===== config.mk =====
export PLATFORM = sky130hd
export DESIGN_NAME = date_carousel
export DESIGN_NICKNAME = d
export VERILOG_FILES = /design/src/rtl/date_carousel.sv
export SDC_FILE = /design/constraint.sdc
export NUM_CORES = 1
export LEC_CHECK = 0
export CAP_MARGIN = 20
export CORE_MARGIN = 2
export CORE_UTILIZATION = 45
export CTS_BUF_LIST = sky130_fd_sc_hd__clkbuf_16
export DETAILED_ROUTE_END_ITERATION = 10
export DONT_BUFFER_PORTS = 1
export PLACE_DENSITY = 0.58
export SLEW_MARGIN = 20
export SYNTH_ARGS = -nofsm -noshare
export SYNTH_HDL_FRONTEND = slang
export SYNTH_SLANG_ARGS = --single-unit

===== constraint.sdc =====
create_clock -name clk -period 3.15 [get_ports clk]
set_clock_uncertainty 0.2 [all_clocks]
set_input_delay 0.63 -clock clk [delete_from_list [all_inputs] [get_ports clk]]
set_output_delay 0.63 -clock clk [all_outputs]
set_load 0.1 [all_outputs]

===== src/rtl/date_carousel.sv =====
// Purpose: sequences a table of six-digit dates onto HEX5..HEX0, stepping on a debounced key or a timer.
// Latency: switch->leds 3 cycles; raw key edge->press 2+DEBOUNCE_CYCLES; press->idx/invert 1; idx/invert->outputs 1.
// Backpressure: none; every input is sampled each cycle and every output is a free-running register.
module date_carousel #(
  parameter int                    NUM_DATES       = 4,
  parameter logic [24*NUM_DATES-1:0] DATES         = {24'h010823, 24'h010824, 24'h123199, 24'h000000},
  parameter int                    DEBOUNCE_CYCLES = 500000,
  parameter int                    ROTATE_CYCLES   = 50000000,
  parameter bit                    DP_SEP          = 1'b1
) (
  input  logic       clk,
  input  logic       reset_n,
  input  logic [9:0] switch,
  input  logic [1:0] key,
  output logic [9:0] leds,
  output logic [7:0] hex0,
  output logic [7:0] hex1,
  output logic [7:0] hex2,
  output logic [7:0] hex3,
  output logic [7:0] hex4,
  output logic [7:0] hex5
);

  localparam int IDX_W = (NUM_DATES > 1) ? $clog2(NUM_DATES) : 1;
  localparam int CNT_W = $clog2(DEBOUNCE_CYCLES);
  localparam int TMR_W = $clog2(ROTATE_CYCLES);

  localparam logic [IDX_W-1:0] IDX_LAST = IDX_W'(NUM_DATES - 1);
  localparam logic [CNT_W-1:0] DB_LAST  = CNT_W'(DEBOUNCE_CYCLES - 1);
  localparam logic [TMR_W-1:0] ROT_LAST = TMR_W'(ROTATE_CYCLES - 1);

  // separator dots are active-low, so a lit dp is a 0
  localparam logic DP_MID = ~DP_SEP;

  logic [9:0]            sw_s1, sw_s2;
  logic [1:0]            key_s1, key_s2;
  logic [1:0]            key_d;
  logic [1:0][CNT_W-1:0] key_cnt;
  logic [1:0]            press;
  logic [TMR_W-1:0]      timer;
  logic [IDX_W-1:0]      idx;
  logic                  invert;
  logic                  adv_tog;
  logic                  expire;
  logic                  adv;
  logic [23:0]           cur;
  logic                  unused_sw8;

  // switch[8] is carried through the synchroniser but drives nothing
  assign unused_sw8 = sw_s2[8];

  // active-low segment glyphs {g,f,e,d,c,b,a}; non-decimal nibbles blank
  function automatic logic [6:0] seg7(input logic [3:0] n);
    case (n)
      4'd0:    seg7 = 7'h40;
      4'd1:    seg7 = 7'h79;
      4'd2:    seg7 = 7'h24;
      4'd3:    seg7 = 7'h30;
      4'd4:    seg7 = 7'h19;
      4'd5:    seg7 = 7'h12;
      4'd6:    seg7 = 7'h02;
      4'd7:    seg7 = 7'h78;
      4'd8:    seg7 = 7'h00;
      4'd9:    seg7 = 7'h10;
      default: seg7 = 7'h7F;
    endcase
  endfunction

  // two-flop synchronisers; keys idle high so they reset to 1
  always_ff @(posedge clk or negedge reset_n) begin
    if (!reset_n) begin
      sw_s1  <= '0;
      sw_s2  <= '0;
      key_s1 <= 2'b11;
      key_s2 <= 2'b11;
    end else begin
      sw_s1  <= switch;
      sw_s2  <= sw_s1;
      key_s1 <= key;
      key_s2 <= key_s1;
    end
  end

  // per-key debounce; press fires once when the accepted level falls 1->0
  always_ff @(posedge clk or negedge reset_n) begin
    if (!reset_n) begin
      key_d   <= 2'b11;
      key_cnt <= '0;
      press   <= '0;
    end else begin
      for (int i = 0; i < 2; i++) begin
        press[i] <= 1'b0;
        if (key_s2[i] == key_d[i]) begin
          key_cnt[i] <= '0;
        end else if (key_cnt[i] == DB_LAST) begin
          key_d[i]   <= key_s2[i];
          key_cnt[i] <= '0;
          // new level is the complement of the old one, so old==1 means a press
          press[i]   <= key_d[i];
        end else begin
          key_cnt[i] <= key_cnt[i] + 1'b1;
        end
      end
    end
  end

  // a key press and a timer expiry on the same cycle merge into one advance
  assign expire = sw_s2[9] && (timer == ROT_LAST);
  assign adv    = press[1] | expire;

  // rotate timer, table index, invert flag and the advance toggle
  always_ff @(posedge clk or negedge reset_n) begin
    if (!reset_n) begin
      timer   <= '0;
      idx     <= '0;
      invert  <= 1'b0;
      adv_tog <= 1'b0;
    end else begin
      if (!sw_s2[9] || adv) timer <= '0;
      else                  timer <= timer + 1'b1;
      if (adv) begin
        idx     <= (idx == IDX_LAST) ? '0 : idx + 1'b1;
        adv_tog <= ~adv_tog;
      end
      if (press[0]) invert <= ~invert;
    end
  end

  // select the current table entry without a variable-width part-select
  always_comb begin
    cur = '0;
    for (int i = 0; i < NUM_DATES; i++) begin
      if (idx == IDX_W'(i)) cur = DATES[24*i +: 24];
    end
  end

  // registered display and LED drive
  always_ff @(posedge clk or negedge reset_n) begin
    if (!reset_n) begin
      leds <= '0;
      hex0 <= 8'hFF;
      hex1 <= 8'hFF;
      hex2 <= 8'hFF;
      hex3 <= 8'hFF;
      hex4 <= 8'hFF;
      hex5 <= 8'hFF;
    end else begin
      leds <= {sw_s2[9], adv_tog, sw_s2[7:0] ^ {8{invert}}};
      hex0 <= {1'b1,   seg7(cur[3:0])};
      hex1 <= {1'b1,   seg7(cur[7:4])};
      hex2 <= {DP_MID, seg7(cur[11:8])};
      hex3 <= {1'b1,   seg7(cur[15:12])};
      hex4 <= {DP_MID, seg7(cur[19:16])};
      hex5 <= {1'b1,   seg7(cur[23:20])};
    end
  end

endmodule


==> reports/metrics.cfg <==
[status]
outcome=finished, violations left
violations=hold timing

[pwr]
pwr-share-comb_pct=3.7
finalPower_mw=3.52
seq_power_share_pct=45.9
p_per_area_nw_per_um2=600
p_switching_uw=813
intPower_mw=2.71
p_sw_share_pct=23.1
leakage_nw=2.44
peakVddDrop_v=0.000580
clkPwrFrac_pct=50.4

[detailed_routing]
vias=3269
wl_per_cell_um=14.2
ant_nets=0
firstDrtPassIters=4
drc_errors=0
wirelength_mm=8.73
vias_per_cell=5.31
dr.first_iter.drc_count=142

[synth]
synth.top_cell.area_share_pct=46.6
synth_top_family_by_area=simple AND/OR/NAND/NOR gates
synth.area.top_cells=dfrtp_1 47%, dfstp_2 10%, buf_4 4.8%
synth_edf_count=0
synth-compound-area-share_pct=6.09
ys_seq_elements=118
synth_top_area_cell=dfrtp_1
yosysSeqAreaShare_pct=56.6
ys.flop_type=dfrtp_1
async_flop_share_pct=100
synthMuxAreaShare_pct=0.856
synth_cell_types=46
synthAdderAreaFrac_pct=2.14
syn-cell-area_sq_um=5260
syn_inst=470
synth_area_per_cell_sq_um=11.2
synthXorXnorAreaFrac_pct=7.82
synthSimpleGateAreaFrac_pct=19.6
yosysWarningCount=0

[sta]
slew_headroom_pct=35.5
hold_violations=118
post-route-period-util_pct=77.7
max_freq_ghz=0.408
whs_ps=-281
setup_violations=0
maxSlewViolCount=0
tightest_slew_ps=969
rsz0062_at_grt=false
fin_setup_tns_ps=0
finalCriticalPeriod_ps=2450

[worst_setup_path]
critPathMaxFanout=6
arrival_ps=1620
slowest_delay_ps=650
crit_slowest_cell=dfstp_4
crit_type=reg2out
crit_family=flip-flops
required_ps=2320
path_cells=buf_12
endpoint_kind=output port
worst-path-buf-inv=1
startpoint_type=register

[final_layout]
fillers=1015
drive_above_1_share_pct=15.0
nets=483
diodes=0
mostFrequentLayoutCells=98 x dfrtp_1, 49 x nor2_1, 24 x xnor2_1
final_common_cell=dfrtp_1
area_delta_synth_final_pct=11.4

[place]
hpwl_mm=5.67
port_buffers=0
place_congestion=0.768

[clocking]
cts_buffer_depth=2
cts_tree=done
clock-root-buffer=clkbuf_16
cts_num_sinks=118
numCtsBuffers=17
clk_pin_slew_ps=50
post_cts_resize_count=0
post_cts_buffers=0
hold_buffers=1
htree_num_levels=4
worstSkewPairLatency_ps=410

[floorplanning]
io_pins=72
die_h_um=112
coreArea_sq_um=11400
die_x_um=112
die_area_sq_um=12600
num_rows=39
start_util_pct=46.1

[flow_run]
drv_cap=0

[grt]
grt_max_degree=119
grt_pass1_wl_mm=15.6
gr-total-overflow=0
grtUsageTotal_pct=15.5
grt_pass1_vias=3315
antenna_found_initial=0

[min_path]
hold_path.class=in2async

cell usage after synthesis (all sizes together) (2+ instances only):
cell and number:
a21oi 23, and2 5, and3 6, and4 7, buf 38, clkbuf 4, conb 2, dfrtp 98
dfstp 20, ha 9, inv 16, mux2 4, nand2 23, nand3 20, nand4 16, nand4b 2
nor2 49, nor3 7, nor4 8, nor4b 3, o21ai 13, o31ai 9, or2 3, or2b 2
or3 12, or4 13, or4b 4, xnor2 24, xor2 23
metal layers:
layer / up-vias / track usage [%] / share of wire [%]
met5: - / 0 / 0
met4: 0 / 8.13 / 2.1
met3: 18 / 4.27 / 3.5
met2: 52 / 24.5 / 49
met1: 1616 / 19.8 / 46
li1: 1583 / - / -
metrics by stage:
step           utilization (%)  instances  instance area (sq um)  setup WS, ps  hold WS [ps]
4_1_cts                   51.3        615                   5850           683          -298
3_3_place_gp              46.4        582                   5300           789           134
2_1_floorplan                -        474                   5280           953           131
5_1_grt                   51.3        616                   5860           532          -305
3_5_place_dp              46.4        582                   5300           718           137
6_report                  51.3        616                   5860           702          -281
cell type report:
cell class / instances / area (sq um) / area share, %
Timing Repair Buffer: 9 / 150 / 2.56
Inverter: 16 / 60.1 / 1.02
Sequential cell: 118 / 2990 / 50.9
Clock buffer: 17 / 425 / 7.26
Clock inverter: 15 / 120 / 2.05
Tap cell: 143 / 179 / 3.05
Multi-Input combinational cell: 298 / 1940 / 33.1
worst register-to-register path, delay by kind of cell (launching register included):
| kind | cells | cell delay, ps |
|---|---|---|
| AND/OR/NAND/NOR | 3 | 1380 |
| flip-flops | 1 | 400 |
| AO/OA/AOI/OAI | 1 | 140 |
| adder cells (fa/ha/maj) | 1 | 220 |
cell families after synthesis:
kind of cell	count (synthesis)
mux	4
xor+xnor	47
fa+ha+maj	9
simple gates	183
other cells	2
compound gates	49
flops	118
buf+inv	58
power groups by stage:
| stage | Combinational, mW | Clock, mW | Sequential (mW) |
|---|---|---|---|
| after global routing | 0.138 | 1.89 | 1.62 |
| final | 0.130 | 1.77 | 1.62 |
| after global placement | 0.128 | 0 | 1.64 |
| after CTS | 0.130 | 1.82 | 1.62 |
| after floorplan | 0.124 | 0 | 1.64 |
| after detailed placement | 0.129 | 0 | 1.64 |
state kept, by name, summed over array words and instances (netlist names), 4 cells and up:
signal   cells
hex0         4
hex1         4
hex4         4
key_cnt     38
leds        10
sw_s1        9
sw_s2        9
timer       26
worst paths after layout:
kind,start,end,slack (ps),cells after the start
min in group clk,switch[0],sw_s1[0]$_DFF_PN0_,50,0
min reg2reg,sw_s1[6]$_DFF_PN0_,sw_s2[6]$_DFF_PN0_,150,0
min,reset_n,leds[8]$_DFF_PN0_,-280,0
max,hex1[4]$_DFF_PN1_,hex2[5],700,1
max reg2reg,timer[0]$_DFF_PN0_,timer[24]$_DFF_PN0_,730,5
max in group asynchronous,reset_n,key_s2[0]$_DFF_PN1_,2800,0
Note: power is estimated with default switching activity, not from simulation.
